**config.mk**
```make
export PLATFORM = sky130hd
export DESIGN_NAME = load_store_unit
export DESIGN_NICKNAME = d
export VERILOG_FILES = /design/src/rtl/lsu_pkg.sv /design/src/rtl/load_extend.sv /design/src/rtl/load_store_unit.sv
export SDC_FILE = /design/constraint.sdc
export NUM_CORES = 1
export LEC_CHECK = 0
export ABC_AREA = 1
export ABC_CLOCK_PERIOD_IN_PS = 1500
export BUFFER_PORTS_ARGS = -buffer_cell sky130_fd_sc_hd__buf_4
export CAP_MARGIN = 20
export CORE_UTILIZATION = 35
export DETAILED_ROUTE_END_ITERATION = 8
export PLACE_DENSITY = 0.63
export SLEW_MARGIN = 20
export SYNTH_ARGS = -nofsm -noshare
export SYNTH_HDL_FRONTEND = slang
export SYNTH_SLANG_ARGS = --single-unit
```
**constraint.sdc**
```tcl
create_clock -name clk -period 1.5 [get_ports clk]
set_input_delay 0.3 -clock clk [delete_from_list [all_inputs] [get_ports clk]]
set_output_delay 0.3 -clock clk [all_outputs]
set_load 0.03 [all_outputs]
```
**src/rtl/lsu_pkg.sv**
```systemverilog
//==============================================================================
// Module : lsu_pkg
// Brief  : Shared state encoding, funct3 codes and request legality check.
// Rev    : 1.0
//==============================================================================
`default_nettype none

package lsu_pkg;

  typedef enum logic [1:0] {
    ST_IDLE   = 2'd0,
    ST_ACCESS = 2'd1,
    ST_RESP   = 2'd2
  } lsu_state_t;

  localparam logic [2:0] c_F3_B  = 3'b000;
  localparam logic [2:0] c_F3_H  = 3'b001;
  localparam logic [2:0] c_F3_W  = 3'b010;
  localparam logic [2:0] c_F3_BU = 3'b100;
  localparam logic [2:0] c_F3_HU = 3'b101;

  // Unsigned variants exist only for loads; halfwords and words must be naturally aligned.
  function automatic logic req_legal(input logic [2:0] funct3,
                                     input logic       we,
                                     input logic [1:0] addr_lo);
    logic ok;
    ok = 1'b0;
    case (funct3)
      c_F3_B:  ok = 1'b1;
      c_F3_H:  ok = ~addr_lo[0];
      c_F3_W:  ok = (addr_lo == 2'b00);
      c_F3_BU: ok = ~we;
      c_F3_HU: ok = ~we & ~addr_lo[0];
      default: ok = 1'b0;
    endcase
    return ok;
  endfunction

endpackage

`default_nettype wire

```
**src/rtl/load_extend.sv**
```systemverilog
//==============================================================================
// Module : load_extend
// Brief  : Selects the addressed lane of a read word and sign/zero extends it.
// Rev    : 1.0
//==============================================================================
`default_nettype none

module load_extend
  import lsu_pkg::*;
(
  input  logic [2:0]  i_funct3,
  input  logic [1:0]  i_addr_lo,
  input  logic [31:0] i_rdata,
  output logic [31:0] o_data
);

  logic [7:0]  w_byte;
  logic [15:0] w_half;

  always_comb begin
    w_byte = 8'h00;
    case (i_addr_lo)
      2'd0:    w_byte = i_rdata[7:0];
      2'd1:    w_byte = i_rdata[15:8];
      2'd2:    w_byte = i_rdata[23:16];
      default: w_byte = i_rdata[31:24];
    endcase
    w_half = i_addr_lo[1] ? i_rdata[31:16] : i_rdata[15:0];
  end

  always_comb begin
    o_data = i_rdata;
    case (i_funct3)
      c_F3_B:  o_data = {{24{w_byte[7]}}, w_byte};
      c_F3_H:  o_data = {{16{w_half[15]}}, w_half};
      c_F3_BU: o_data = {24'h000000, w_byte};
      c_F3_HU: o_data = {16'h0000, w_half};
      default: o_data = i_rdata;
    endcase
  end

endmodule

`default_nettype wire

```
**src/rtl/load_store_unit.sv**
```systemverilog
//==============================================================================
// Module : load_store_unit
// Brief  : Single-outstanding RISC-V load/store unit with lane shaping.
// Rev    : 1.0
//==============================================================================
`default_nettype none

module load_store_unit
  import lsu_pkg::*;
#(
  parameter int DATA_WIDTH = 32,
  parameter int ADDR_WIDTH = 32
) (
  input  logic                  clk,
  input  logic                  rst,
  input  logic                  req_valid,
  output logic                  req_ready,
  input  logic                  req_we,
  input  logic [2:0]            req_funct3,
  input  logic [ADDR_WIDTH-1:0] req_addr,
  input  logic [DATA_WIDTH-1:0] req_wdata,
  output logic                  resp_valid,
  output logic [DATA_WIDTH-1:0] resp_rdata,
  output logic                  err,
  output logic                  stall,
  output logic                  mem_req,
  output logic                  mem_we,
  output logic [ADDR_WIDTH-1:0] mem_addr,
  output logic [DATA_WIDTH-1:0] mem_wdata,
  output logic [3:0]            mem_be,
  input  logic                  mem_ack,
  input  logic [DATA_WIDTH-1:0] mem_rdata
);

  lsu_state_t            r_state;
  lsu_state_t            w_next;
  logic                  w_legal;
  logic                  w_accept;
  logic                  r_we;
  logic                  r_err;
  logic [2:0]            r_funct3;
  logic [1:0]            r_addr_lo;
  logic [ADDR_WIDTH-1:0] r_mem_addr;
  logic [DATA_WIDTH-1:0] r_mem_wdata;
  logic [3:0]            r_mem_be;
  logic [DATA_WIDTH-1:0] r_rdata;
  logic [3:0]            w_be;
  logic [DATA_WIDTH-1:0] w_wdata;
  logic [DATA_WIDTH-1:0] w_load;

  assign w_legal = req_legal(req_funct3, req_we, req_addr[1:0]);

  // Store data is replicated across lanes so memory can pick it up under any enable.
  always_comb begin
    w_be    = 4'b0000;
    w_wdata = '0;
    case (req_funct3[1:0])
      2'b00: begin
        w_be    = 4'b0001 << req_addr[1:0];
        w_wdata = {4{req_wdata[7:0]}};
      end
      2'b01: begin
        w_be    = req_addr[1] ? 4'b1100 : 4'b0011;
        w_wdata = {2{req_wdata[15:0]}};
      end
      default: begin
        w_be    = 4'b1111;
        w_wdata = req_wdata;
      end
    endcase
    if (!req_we) begin
      w_wdata = '0;
    end
  end

  always_comb begin
    w_next     = r_state;
    w_accept   = 1'b0;
    req_ready  = 1'b0;
    stall      = 1'b0;
    mem_req    = 1'b0;
    resp_valid = 1'b0;
    case (r_state)
      ST_IDLE: begin
        req_ready = 1'b1;
        if (req_valid && w_legal) begin
          w_accept = 1'b1;
          stall    = 1'b1;
          w_next   = ST_ACCESS;
        end
      end
      ST_ACCESS: begin
        mem_req = 1'b1;
        stall   = 1'b1;
        if (mem_ack) begin
          w_next = ST_RESP;
        end
      end
      ST_RESP: begin
        resp_valid = 1'b1;
        w_next     = ST_IDLE;
      end
      default: w_next = ST_IDLE;
    endcase
  end

  load_extend u_load_extend (
    .i_funct3  (r_funct3),
    .i_addr_lo (r_addr_lo),
    .i_rdata   (mem_rdata),
    .o_data    (w_load)
  );

  always_ff @(posedge clk) begin
    if (rst) begin
      r_state     <= ST_IDLE;
      r_err       <= 1'b0;
      r_we        <= 1'b0;
      r_funct3    <= 3'b000;
      r_addr_lo   <= 2'b00;
      r_mem_addr  <= '0;
      r_mem_wdata <= '0;
      r_mem_be    <= 4'b0000;
      r_rdata     <= '0;
    end else begin
      r_state <= w_next;
      r_err   <= (r_state == ST_IDLE) && req_valid && !w_legal;
      if (w_accept) begin
        r_we        <= req_we;
        r_funct3    <= req_funct3;
        r_addr_lo   <= req_addr[1:0];
        r_mem_addr  <= {req_addr[ADDR_WIDTH-1:2], 2'b00};
        r_mem_wdata <= w_wdata;
        r_mem_be    <= w_be;
      end
      if ((r_state == ST_ACCESS) && mem_ack) begin
        r_rdata <= r_we ? '0 : w_load;
      end
    end
  end

  assign mem_we     = r_we & mem_req;
  assign mem_addr   = r_mem_addr;
  assign mem_wdata  = r_mem_wdata;
  assign mem_be     = r_mem_be;
  assign err        = r_err;
  assign resp_rdata = r_rdata;

endmodule

`default_nettype wire

```
==> out/metrics.csv <==
stage;metric;value;unit
synth;synth_top_cell_by_area;dfxtp_1;
detailed_routing;drc_errors;0;
detailed_routing;firstDrtPassIters;5;
placed_design;numPortBuffers;207;
floorplanning;core;13800;sq um
clock_network;clk_path_buf_depth;2;
synth;yosysWarnings;0;
run_status;outcome;complete, but fails checks;
timing;slew_headroom;64.0;%
worst_setup_path;critPathMaxFanout;2;
clock_network;path_clk_slew;70;ps
worst_setup_path;max_stage_delay;330;ps
layout;antenna_cells;0;
global_routing;grt_pass1_wl;25.4;mm
worst_setup_path;crit_slowest_cell;dfxtp_2;
layout;final_common_cell;buf_4;
worst_setup_path;cp_data_required_time;1200;ps
placed_design;gp_congestion;0.866;
synth;yosys_register_bits;107;
detailed_routing;drt-total-wl;16.7;mm
timing;fmaxAchievable;645;MHz
global_routing;grt_max_degree;57;
timing;setup_slack;-49.7;ps
worst_hold_path;min-delay-path-class;in -> reg;
floorplanning;dieArea;14600;sq um
detailed_routing;vias;5479;
floorplanning;die_w;121;um
detailed_routing;avgViaCountPerCell;4.85;
placed_design;hpwlAfterDp;11.4;mm
pwr;ir_drop;0.489;mV
worst_setup_path;worstPathArrival;1250;ps
global_routing;overflow;0;
global_routing;antenna_found_initial;0;
layout;syn2layout_area_growth;48.3;%
global_routing;grt_pass1_vias;4970;
worst_setup_path;end_kind;primary output;
timing;finClkSkew;6.93;ps
pwr;power-per-cell-area;965;nW/um^2
pwr;leakagePower;3.39;nW
synth;synthFlopType;dfxtp_1;
layout;fin_nets;1050;
layout;drive_gt1_share;32.3;%
clock_network;cts-root-buf;clkbuf_16;
worst_setup_path;crit_type;reg -> out;
synth;synth_area;4950;sq um
global_routing;grt_usage;22.1;%
synth;avgSynthCellArea;6.72;sq um
synth;ys_types;27;
layout;final_util;53.0;%
clock_network;cts_made_buffers;9;
pwr;total_power;7.08;mW
clock_network;cts.sinks;107;
synth;yosys-top-cells-area;dfxtp_1 43%, nand2_1 15%, a21oi_1 9.3%;
floorplanning;start_util;35.8;%
timing;min_period_over_period;103;%
timing;maxSlewViolCount;0;
clock_network;clock_latency;350;ps
synth;postSynthCellCount;736;
detailed_routing;avgRoutedWirePerCell;14.7;um
worst_setup_path;startpoint_type;flip-flop;
worst_setup_path;cpMostUsedCell;nand2_2;
floorplanning;dieHeight;121;um
synth;async_reset_ff_share;0;%
timing;final-setup-viol-count;1;
run_status;failed_checks;setup timing;
timing;rsz0062_at_grt;true;
floorplanning;io_pins;210;
placed_design;pre_cts_slack;34.2;ps
clock_network;cts_tree;done;
layout;final_cell_mix;229 x buf_4, 193 x nand2_1, 105 x nor2_1;
synth;synth_seq_area_share;43.3;%
synth;synth_enable_flop_cells;0;
timing;finalCriticalPeriod;1550;ps
clock_network;cts_max_level;3;
detailed_routing;drt_iter0_drc;402;
job;cap_violations;0;
timing;hold_violations;0;
timing;tightest_slew;541;ps
synth;yosys.area.top_type_share;43.3;%
worst_setup_path;crit_chain;inv_2, nand2_2, nor2_2, buf_4, nand2_4, nand2_2, buf_6;
detailed_routing;ant_nets;0;
floorplanning;rows;43;
timing;fin_hold_ws;164;ps
==> per-stage QoR <==
step	area (sq um)	TNS [ps]	std cells
after floorplan	4950	0	737
after global placement	6780	0	1105
after detailed placement	6780	0	1105
after CTS	7140	-150	1123
after global routing	7330	-561	1130
final	7330	-49.7	1130
==> cell type report <==
| class | instances | area, sq um |
|---|---|---|
| clock buffer | 9 | 225 |
| clock inverter | 6 | 97.6 |
| fill | 1402 | 6490 |
| inverter | 51 | 196 |
| multi-input combinational | 531 | 2440 |
| sequential | 107 | 2150 |
| tap | 180 | 225 |
| timing repair buffer | 246 | 2000 |
==> cell families (layout without fill, tap and decap cells) <==
group,after synthesis,after routing,synth area share (%)
buffers and inverters,99,312,8.90
AND/OR/NAND/NOR,372,372,31.4
other,1,2,0.0758
AO/OA/AOI/OAI,157,157,16.4
flip-flops,107,107,43.3
==> worst max-delay path, delay by kind of cell (launching register included) <==
family        cells  cell delay (ps)
simple gates      4              260
flops             1              330
buf+inv           3              310
==> cell usage after synthesis, types with 2 or more instances <==
master and count:
a21oi_1 92, buf_1 2, buf_2 16, buf_4 11, clkbuf_1 18, dfxtp_1 107, inv_1 44, inv_2 7
nand2_1 199, nand2_2 2, nand3_1 26, nand3b_1 5, nand4_1 11, nor2_1 106, nor2_2 3, nor2_4 2
nor3_1 7, o211ai_1 8, o21ai_0 44, o21ai_1 12, or2_2 8
==> per-layer routing <==
| layer | track usage (%) | up-vias | part of all wire, % |
|---|---|---|---|
| met5 | 0 | - | 0 |
| met4 | 8.56 | 0 | 2.1 |
| met3 | 6.30 | 23 | 8.6 |
| met2 | 34.8 | 210 | 47 |
| met1 | 28.4 | 2472 | 43 |
| li1 | - | 2774 | - |
==> sequential cells by signal, indices dropped and copies added, names as in the netlist <==
| signal | count |
|---|---|
| mem_wdata | 32 |
| r_addr_lo | 2 |
| r_we | 1 |
| r_funct3 | 3 |
| mem_be | 4 |
| resp_rdata | 32 |
| err | 1 |
| r_state | 2 |
| mem_addr | 30 |
==> timing repair <==
action,CTS,global route
cloned,0,6
resized for setup,9,29
endpoints found under the setup margin,2,90
setup buffers,3,2
pin swaps,3,22
endpoints found under the hold margin,0,0
hold buffers,0,0
==> where the power goes <==
part           internal (mW)  leakage [nW]  total, mW  switching, mW
sequential              2.95         0.870       3.03         0.0722
clock                   1.48         0.158       2.61           1.13
combinational          0.601          2.37       1.44          0.835
total                   5.03          3.39       7.08           2.04
==> final timing paths <==
kind | startpoint | endpoint | slack (ps) | depth (start not counted)
setup / recovery | r_state[0]$_SDFFE_PP0P_ | stall | -50 | 7
hold / removal | req_addr[17] | mem_addr[17]$_SDFFE_PP0P_ | 160 | 3
setup reg to reg | r_state[0]$_SDFFE_PP0P_ | mem_wdata[24]$_SDFFE_PP0P_ | 80 | 10
hold reg to reg | mem_be[2]$_SDFFE_PP0P_ | mem_be[2]$_SDFFE_PP0P_ | 470 | 2
No activity file was read; power rests on OpenSTA's default activity.
